File: src/rtl/dmem_ctrl_if.sv
// Processor-side DMEM request/response bus for dmem_ctrl.
// Master is the MEM stage; slave is the controller.
interface dmem_ctrl_if;
    logic        req_valid;
    logic        ready;
    logic [0:31] addr_to_mem;
    logic        write_enable_to_mem;
    logic        byte_to_mem;
    logic        half_word_to_mem;
    logic        sign_extend_to_mem;
    logic [0:31] data_to_mem;
    logic [0:31] data_from_mem;
    logic        resp_valid;
    logic        misalign_err;

    modport master (
        output req_valid, addr_to_mem, write_enable_to_mem, byte_to_mem,
               half_word_to_mem, sign_extend_to_mem, data_to_mem,
        input  ready, data_from_mem, resp_valid, misalign_err
    );

    modport slave (
        input  req_valid, addr_to_mem, write_enable_to_mem, byte_to_mem,
               half_word_to_mem, sign_extend_to_mem, data_to_mem,
        output ready, data_from_mem, resp_valid, misalign_err
    );
endinterface

File: src/rtl/dmem_ctrl.sv
// Data-memory controller: byte/half/word loads and stores onto a synchronous-read SRAM,
// sub-word stores via read-modify-write. Optional macro: DMEM_MISALIGN_CHECK_EN.
module dmem_ctrl #(
    parameter int unsigned ADDR_W = 10
) (
    input  logic              clock,
    input  logic              reset,
    dmem_ctrl_if.slave        bus,
    output logic [ADDR_W-1:0] sram_addr,
    output logic              sram_re,
    output logic              sram_we,
    output logic [0:31]       sram_wdata,
    input  logic [0:31]       sram_rdata
);

    typedef enum logic [1:0] {StIdle, StRead, StResp} state_e;

    state_e            state_q, state_d;
    logic [ADDR_W-1:0] waddr_q;
    logic [0:1]        off_q;
    logic              we_q, byte_q, half_q, sext_q;
    logic [16:31]      wdata_q;
    logic [0:31]       data_q;

    logic        accept, misalign, is_half, is_word;
    logic [0:7]  ld_byte;
    logic [0:15] ld_half;
    logic [0:31] load_val, merged;
    logic        unused_addr_bits;

    assign unused_addr_bits = ^bus.addr_to_mem[0:29-ADDR_W];

    // Byte wins when both size flags are set.
    assign is_half = bus.half_word_to_mem && !bus.byte_to_mem;
    assign is_word = !bus.half_word_to_mem && !bus.byte_to_mem;
    assign accept  = reset && (state_q == StIdle) && bus.req_valid;

`ifdef DMEM_MISALIGN_CHECK_EN
    logic err_q;
    assign misalign = (is_half && bus.addr_to_mem[31]) ||
                      (is_word && (bus.addr_to_mem[30:31] != 2'b00));
    always_ff @(posedge clock) begin
        if (!reset) begin
            err_q <= 1'b0;
        end else if (accept) begin
            err_q <= misalign;
        end
    end
    assign bus.misalign_err = err_q && (state_q == StResp);
`else
    assign misalign         = 1'b0;
    assign bus.misalign_err = 1'b0;
`endif

    assign bus.ready         = (state_q == StIdle);
    assign bus.resp_valid    = (state_q == StResp);
    assign bus.data_from_mem = data_q;

    // Lane extraction and merge, big-endian: offset 0 is bits [0:7].
    always_comb begin
        ld_byte = sram_rdata[0:7];
        merged  = sram_rdata;
        unique case (off_q)
            2'd0: begin ld_byte = sram_rdata[0:7];   merged[0:7]   = wdata_q[24:31]; end
            2'd1: begin ld_byte = sram_rdata[8:15];  merged[8:15]  = wdata_q[24:31]; end
            2'd2: begin ld_byte = sram_rdata[16:23]; merged[16:23] = wdata_q[24:31]; end
            2'd3: begin ld_byte = sram_rdata[24:31]; merged[24:31] = wdata_q[24:31]; end
        endcase
        ld_half = off_q[0] ? sram_rdata[16:31] : sram_rdata[0:15];
        if (byte_q) begin
            load_val = {{24{sext_q && ld_byte[0]}}, ld_byte};
        end else if (half_q) begin
            load_val = {{16{sext_q && ld_half[0]}}, ld_half};
            merged   = sram_rdata;
            if (off_q[0]) merged[16:31] = wdata_q;
            else          merged[0:15]  = wdata_q;
        end else begin
            load_val = sram_rdata;
        end
    end

    always_comb begin
        state_d    = state_q;
        sram_re    = 1'b0;
        sram_we    = 1'b0;
        sram_wdata = '0;
        sram_addr  = waddr_q;
        unique case (state_q)
            StIdle: begin
                sram_addr = bus.addr_to_mem[30-ADDR_W:29];
                if (accept) begin
                    if (misalign) begin
                        state_d = StResp;
                    end else if (bus.write_enable_to_mem && is_word) begin
                        sram_we    = 1'b1;
                        sram_wdata = bus.data_to_mem;
                        state_d    = StResp;
                    end else begin
                        sram_re = 1'b1;
                        state_d = StRead;
                    end
                end
            end
            StRead: begin
                // Reset in this cycle must suppress the RMW write-back.
                if (reset && we_q) begin
                    sram_we    = 1'b1;
                    sram_wdata = merged;
                end
                state_d = StResp;
            end
            StResp:  state_d = StIdle;
            default: state_d = StIdle;
        endcase
    end

    always_ff @(posedge clock) begin
        if (!reset) begin
            state_q <= StIdle;
            waddr_q <= '0;
            off_q   <= '0;
            we_q    <= 1'b0;
            byte_q  <= 1'b0;
            half_q  <= 1'b0;
            sext_q  <= 1'b0;
            wdata_q <= '0;
            data_q  <= '0;
        end else begin
            state_q <= state_d;
            if (accept) begin
                waddr_q <= bus.addr_to_mem[30-ADDR_W:29];
                off_q   <= bus.addr_to_mem[30:31];
                we_q    <= bus.write_enable_to_mem;
                byte_q  <= bus.byte_to_mem;
                half_q  <= is_half;
                sext_q  <= bus.sign_extend_to_mem;
                wdata_q <= bus.data_to_mem[16:31];
                if (misalign && !bus.write_enable_to_mem) data_q <= '0;
            end
            if (state_q == StRead && !we_q) data_q <= load_val;
        end
    end

endmodule
File: src/flat_wrapper.sv
// flat-port wrapper written by rule: the top's interface ports become plain ports
module dmem_ctrl_flat 
#(
    parameter int unsigned ADDR_W = 10
)
  (clock, reset, sram_addr, sram_re, sram_we, sram_wdata, sram_rdata, bus_req_valid, bus_addr_to_mem, bus_write_enable_to_mem, bus_byte_to_mem, bus_half_word_to_mem, bus_sign_extend_to_mem, bus_data_to_mem, bus_ready, bus_data_from_mem, bus_resp_valid, bus_misalign_err);
  dmem_ctrl_if bus_i ();
  input  logic clock;
  input  logic reset;
  output logic [ADDR_W-1:0] sram_addr;
  output logic sram_re;
  output logic sram_we;
  output logic [0:31] sram_wdata;
  input  logic [0:31] sram_rdata;
  input wire logic [$bits(bus_i.req_valid)-1:0] bus_req_valid;
  input wire logic [$bits(bus_i.addr_to_mem)-1:0] bus_addr_to_mem;
  input wire logic [$bits(bus_i.write_enable_to_mem)-1:0] bus_write_enable_to_mem;
  input wire logic [$bits(bus_i.byte_to_mem)-1:0] bus_byte_to_mem;
  input wire logic [$bits(bus_i.half_word_to_mem)-1:0] bus_half_word_to_mem;
  input wire logic [$bits(bus_i.sign_extend_to_mem)-1:0] bus_sign_extend_to_mem;
  input wire logic [$bits(bus_i.data_to_mem)-1:0] bus_data_to_mem;
  output wire logic [$bits(bus_i.ready)-1:0] bus_ready;
  output wire logic [$bits(bus_i.data_from_mem)-1:0] bus_data_from_mem;
  output wire logic [$bits(bus_i.resp_valid)-1:0] bus_resp_valid;
  output wire logic [$bits(bus_i.misalign_err)-1:0] bus_misalign_err;
  assign bus_i.req_valid = bus_req_valid;
  assign bus_i.addr_to_mem = bus_addr_to_mem;
  assign bus_i.write_enable_to_mem = bus_write_enable_to_mem;
  assign bus_i.byte_to_mem = bus_byte_to_mem;
  assign bus_i.half_word_to_mem = bus_half_word_to_mem;
  assign bus_i.sign_extend_to_mem = bus_sign_extend_to_mem;
  assign bus_i.data_to_mem = bus_data_to_mem;
  assign bus_ready = bus_i.ready;
  assign bus_data_from_mem = bus_i.data_from_mem;
  assign bus_resp_valid = bus_i.resp_valid;
  assign bus_misalign_err = bus_i.misalign_err;
  dmem_ctrl #(.ADDR_W(ADDR_W)) u_core (.clock(clock), .reset(reset), .bus(bus_i), .sram_addr(sram_addr), .sram_re(sram_re), .sram_we(sram_we), .sram_wdata(sram_wdata), .sram_rdata(sram_rdata));
endmodule
File: config.mk
export PLATFORM = sky130hd
export DESIGN_NAME = dmem_ctrl_flat
export DESIGN_NICKNAME = d
export VERILOG_FILES = /design/src/rtl/dmem_ctrl_if.sv /design/src/rtl/dmem_ctrl.sv /design/src/flat_wrapper.sv
export SDC_FILE = /design/constraint.sdc
export NUM_CORES = 1
export LEC_CHECK = 0
export CORE_MARGIN = 2
export CORE_UTILIZATION = 39
export DETAILED_ROUTE_END_ITERATION = 6
export PLACE_DENSITY_LB_ADDON = 0.25
export SLEW_MARGIN = 25
export SYNTH_ARGS = -nofsm -noshare
export SYNTH_HDL_FRONTEND = slang
export SYNTH_SLANG_ARGS = --single-unit
export TNS_END_PERCENT = 30
File: constraint.sdc
create_clock -name clock -period 1.6 [get_ports clock]
set_input_delay 0.16 -clock clock [delete_from_list [all_inputs] [get_ports clock]]
set_output_delay 0.16 -clock clock [all_outputs]
set_load 0.02 [all_outputs]
==> flow_summary.ini, run 1 <==
[global_routing]
grt_pass1_wl_um = 22500
use_met3 = 0.0470
track_usage = 0.259
grt_max_degree = 56
grtUsageMet1 = 0.351
antenna_found_initial = 0
grt_pass1_vias = 4219
gr-total-overflow = 0
use_met2 = 0.418
busiest_layer = met2

[floorplan]
core_um2 = 9730
start_util = 0.400
die_area_um2 = 10800
core.rowCount = 36
pin_count = 182
die_y_um = 104
die_w_um = 104

[place]
numPortBuffers = 160
place_inst = 806
gp_congestion = 0.888
placed_area_um2 = 6140
place_hpwl_um = 10900

[min_path]
hold_path_class = input port to flip-flop

[clocking]
clkSinkCount = 66
cts_root_buf = clkbuf_8
clk_pin_slew_ns = 0.07
cts_tree = done
hold_buffers = 0
numCtsBuffers = 9
insertion_delay_ns = 0.35
h-tree-depth = 3
cts_buffer_depth = 2

[sta]
max_freq_mhz = 528
min_period_ns = 1.89
max_slew_margin = 0.662
setup-violations-final = 80
worstMarginPinSlew_ns = 0.506
holdWs_ns = 0.225
hold_viol = 0
drv_slew = 0
grt_setup_unrepaired = true
worst_slack_ns = -0.292
clock_skew_ns = 0.0157
fin_crit_sh = 1.18

[yosys]
synth_edf_count = 0
synth_ff_type = dfxtp_1
synthTopCellsByArea = dfxtp_1 (34%), o21ai_0 (11%), nand2_1 (9.3%)
synth_simple_gate_area_frac = 0.162
synth_top_area_cell = dfxtp_1
synth_nets = 576
avgSynthCellArea_um2 = 8.22
yosys.area_share.xor_xnor = 0
synth_top_area_share = 0.340
ys_async_sr_fraction = 0
synth_top_family_by_area = compound AO/OA/AOI/OAI gates
synthCells = 473
ys_types = 39
ys_seq_area_frac = 0.340
netlist_area_um2 = 3890
ys_warn_count = 0
synth_compound_area_frac = 0.281
ys_ff_latch = 66
yosys.area_share.adder = 0
synthMuxAreaShare = 0.154

[drt]
routed-via-count = 4536
routed_wl_um = 14700
via_per_inst = 5.45
first_pass_iters = 7
detail-route-antenna-nets = 0
drtIter0Drc = 305
drc_errors = 2
wl_per_cell_um = 17.7

[setup_path]
arrival_ns = 1.73
worstPathRequired_ns = 1.44
cp-start-kind = flip-flop
worstSetupEndpointType = output port
path_max_fanout = 10
worstSetupPathType = flip-flop to output port

[layout]
final_util = 0.691
fin_cells = 832
drive_gt1_frac = 0.355
final_nets = 797
syn_to_final_growth_pct = 72.8
antennaDiodeCount = 0
final_cell_mix = clkdlybuf4s50_1 (113), nand2_1 (92), buf_4 (89), o21ai_0 (60), dfxtp_1 (59)
final_common_cell = clkdlybuf4s50_1
design_area_um2 = 6720

[power]
cellPowerDensity_nw_per_um2 = 764
vdd_drop_max_mv = 0.498
p_leak_nw = 2.73

[job]
drv_cap = 0

[run_status]
violations = DRC, setup timing
status = complete, but fails checks
==> area by class of cell <==
cell class,count,area [µm²]
fill,801,3010
inverter,1,3.75
sequential,66,1340
multi-input combinational,363,2570
clock buffer,9,124
tap,133,166
timing repair buffer,253,2390
clock inverter,7,125
==> repair_timing <==
item	in CTS	in global routing
setup endpoints to repair	85	84
pin swaps	25	14
buffers inserted	5	2
cloned	1	3
gates resized for setup	284	63
==> worst max-delay path, cell delays in order (launching register included) <==
cell and delay, ns:
dfxtp_2 0.33, nor2b_4 0.13, buf_6 0.14, buf_12 0.14, a211o_1 0.29, a32o_1 0.23, buf_6 0.13
==> flip-flops by register name (all words and copies together), names as in the netlist <==
name and flops:
u_core.state_q 2, u_core.sext_q 1, u_core.we_q 1, u_core.half_q 1, u_core.byte_q 1, u_core.waddr_q 10, u_core.wdata_q 16, u_core.off_q 2
u_core.bus.data_from_mem 32
==> per-layer routing <==
metal | routed length (µm) | vias up | share of wire
met5 | 0 | - | 0
li1 | - | 2159 | -
met4 | 395 | 0 | 0.027
met1 | 6290 | 2131 | 0.43
met2 | 7010 | 213 | 0.48
met3 | 1030 | 33 | 0.070
==> report_power, final <==
part	switching (W)	total, W	internal [W]
Clock	0.000709	0.00176	0.00105
Combinational	0.000734	0.00152	0.000789
Sequential	0.0000887	0.00186	0.00177
==> synth_stat cells, drive strengths merged, types with 2 or more instances <==
| library cell | instances |
|---|---|
| nor3b | 5 |
| buf | 26 |
| dfxtp | 66 |
| mux2 | 10 |
| nor2 | 21 |
| o21a | 9 |
| a211oi | 8 |
| o21ai | 91 |
| clkbuf | 17 |
| a22o | 8 |
| mux2i | 33 |
| nand2b | 10 |
| a32o | 8 |
| a21boi | 2 |
| mux4 | 7 |
| a211o | 7 |
| o221a | 8 |
| a21oi | 9 |
| nor2b | 4 |
| a31oi | 17 |
| nand2 | 96 |
==> worst paths after layout <==
kind                          start                           to  slack (ns)  cells past startpoint
hold reg to reg   u_core.waddr_q[1]            u_core.waddr_q[1]        0.46                      2
hold / removal                reset                  u_core.we_q        0.22                      4
setup / recovery      u_core.half_q               sram_wdata[19]       -0.29                      6
setup reg to reg    u_core.off_q[0]  u_core.bus.data_from_mem[8]       -0.09                      6
==> cells by family after synthesis <==
family          after synthesis
compound gates              169
buf+inv                      44
flops                        66
mux                          50
other cells                   1
simple gates                143
==> stage by stage <==
step / setup slack [ns] / power (W) / setup TNS (ns)
2_1_floorplan: -0.0834 / 0.00254 / -1.30
3_3_place_gp: -0.560 / 0.00327 / -28.89
3_5_place_dp: -0.581 / 0.00329 / -29.96
4_1_cts: -0.295 / 0.00508 / -10.29
5_1_grt: -0.355 / 0.00533 / -17.21
6_report: -0.292 / 0.00514 / -10.88
Note: power is estimated with default switching activity, not from simulation.
==> inputs of run 2 (changes only) <==
Settings changed: CORE_MARGIN 2 to default, HOLD_SLACK_MARGIN from default to 0.02.
==> run 2 against run 1 <==
Net effect:
- the flow finishes with violations (setup timing)
- worst hold slack improved by 0.017 ns
- clock-buffer cell count up 2
- power fell by 2.8%
- clock skew decreased by 0.0092 ns
- maximum frequency down 1.8%
- combinational power about the same
- sequential share of layout area grew 0.14 points
- critical path depth unchanged
- global-route usage grew 2.5 points
- non-clock buffer count is 1 higher
- flip-flop and latch count stayed put
- routed wire length rose by 1.3%
- critical path type unchanged
- critical endpoint is now sram_wdata[20]
- largest cell class unchanged
- highest routed layer unchanged
==> flow_summary.ini, run 2 (same netlist as run 1, synthesis figures left out) <==
[setup_path]
worstPathRequired_ns = 1.44
crit_buf_inv = 2
path_max_fanout = 5
worstSetupPathType = flip-flop to output port
cp-start-kind = flip-flop
crit_family = compound AO/OA/AOI/OAI gates
worstSetupEndpointType = output port
cpMostUsedCell = buf_6
cp_slowest_cell = dfxtp_2
worstPathCellList = nor2b_4 -> buf_6 -> nor2_2 -> a211o_1 -> a32o_2 -> buf_6
cpPeakStageDelay_ns = 0.34
arrival_ns = 1.77

[place]
numPortBuffers = 160
preCtsSetupSlack_ns = -0.645
place_hpwl_um = 10700
gp_congestion = 0.942

[layout]
final_util = 0.682
antennaDiodeCount = 0
drive_gt1_frac = 0.351
final_nets = 798
largest_reg_flops = 32
fillCellCount = 793
final_common_cell = clkdlybuf4s50_1
final_cell_mix = clkdlybuf4s50_1 (113), nand2_1 (94), buf_4 (79), o21ai_0 (67), dfxtp_1 (59)
syn_to_final_growth_pct = 70.6

[run_status]
status = complete, but fails checks
violations = setup timing

[drt]
wl_per_cell_um = 17.9
routed-via-count = 4526
detail-route-antenna-nets = 0
routed_wl_um = 14900
first_pass_iters = 5
drc_errors = 0
drtIter0Drc = 283
via_per_inst = 5.43

[floorplan]
start_util = 0.400
pin_count = 182
die_w_um = 102
core_um2 = 9730
core.rowCount = 36
die_y_um = 102
die_area_um2 = 10400

[power]
power_w = 0.00499
p_leak_nw = 2.72
vdd_drop_max_mv = 0.494
cellPowerDensity_nw_per_um2 = 752

[global_routing]
antenna_found_initial = 0
gr-total-overflow = 0
track_usage = 0.284
grt_pass1_vias = 4288
grt_max_degree = 56
grt_pass1_wl_um = 22400

[clocking]
cts_tree = done
clkSinkCount = 66
clk_pin_slew_ns = 0.07
numCtsBuffers = 9
cts_root_buf = clkbuf_8
cts_buffer_depth = 2
hold_buffers = 0
insertion_delay_ns = 0.35
h-tree-depth = 3

[sta]
clock_skew_ns = 0.00647
worst_slack_ns = -0.328
min_period_ns = 1.93
grt_setup_unrepaired = true
drv_slew = 0
setup-violations-final = 44
fin_crit_sh = 1.20
hold_viol = 0
setup_tns_ns = -10.76
max_freq_mhz = 519

[min_path]
hold_path_class = input port to flip-flop

[job]
drv_cap = 0
## run 2: layout make-up
class / instances / area, µm² / area share
clock buffer: 11 / 141 / 0.0213
clock inverter: 5 / 77.6 / 0.0117
inverter: 1 / 3.75 / 0.000566
multi-input combinational: 363 / 2570 / 0.388
sequential: 66 / 1330 / 0.200
tap: 133 / 166 / 0.0251
timing repair buffer: 254 / 2350 / 0.353
## run 2: report_power, final
| group | switching (W) | leakage (nW) | total (W) | internal (W) |
|---|---|---|---|---|
| registers | 0.0000934 | 0.545 | 0.00186 | 0.00177 |
| logic | 0.000738 | 2.07 | 0.00154 | 0.000798 |
| clock network | 0.000678 | 0.109 | 0.00159 | 0.000916 |
## run 2: final timing paths
path / start / end / slack, ns / cells past startpoint
max reg2reg: u_core.off_q[0] / u_core.bus.data_from_mem[23] / 0.01 / 5
min reg2reg: u_core.waddr_q[6] / u_core.waddr_q[6] / 0.46 / 2
min: reset / u_core.we_q / 0.24 / 4
max: u_core.half_q / sram_wdata[20] / -0.33 / 6
## run 2: timing repair
action,4_1_cts,5_1_grt
gates resized for setup,289,42
cloned,2,0
pin swaps,22,12
endpoints found under the setup margin,62,77
buffers inserted,7,1
## run 2: layer usage
layer  part of all wire  GRT usage  wire [µm]
met3              0.067     0.0609       1000
met2               0.48      0.462       7100
met1               0.43      0.373       6430
met5                  0          0          0
met4              0.026      0.102        381
## run 2: tightest hold or removal path, cell delays in order
cell     delay [ns]
buf_2          0.13
nand2_2        0.08
buf_4          0.10
o21ai_0        0.07
## run 2: per-stage QoR
stage	cells	area, µm²	hold slack [ns]
after floorplan	473	3910	0.269
after global placement	807	6150	0.443
after detailed placement	807	6150	0.449
after CTS	832	6490	0.236
after global routing	833	6640	0.248
final	833	6640	0.241
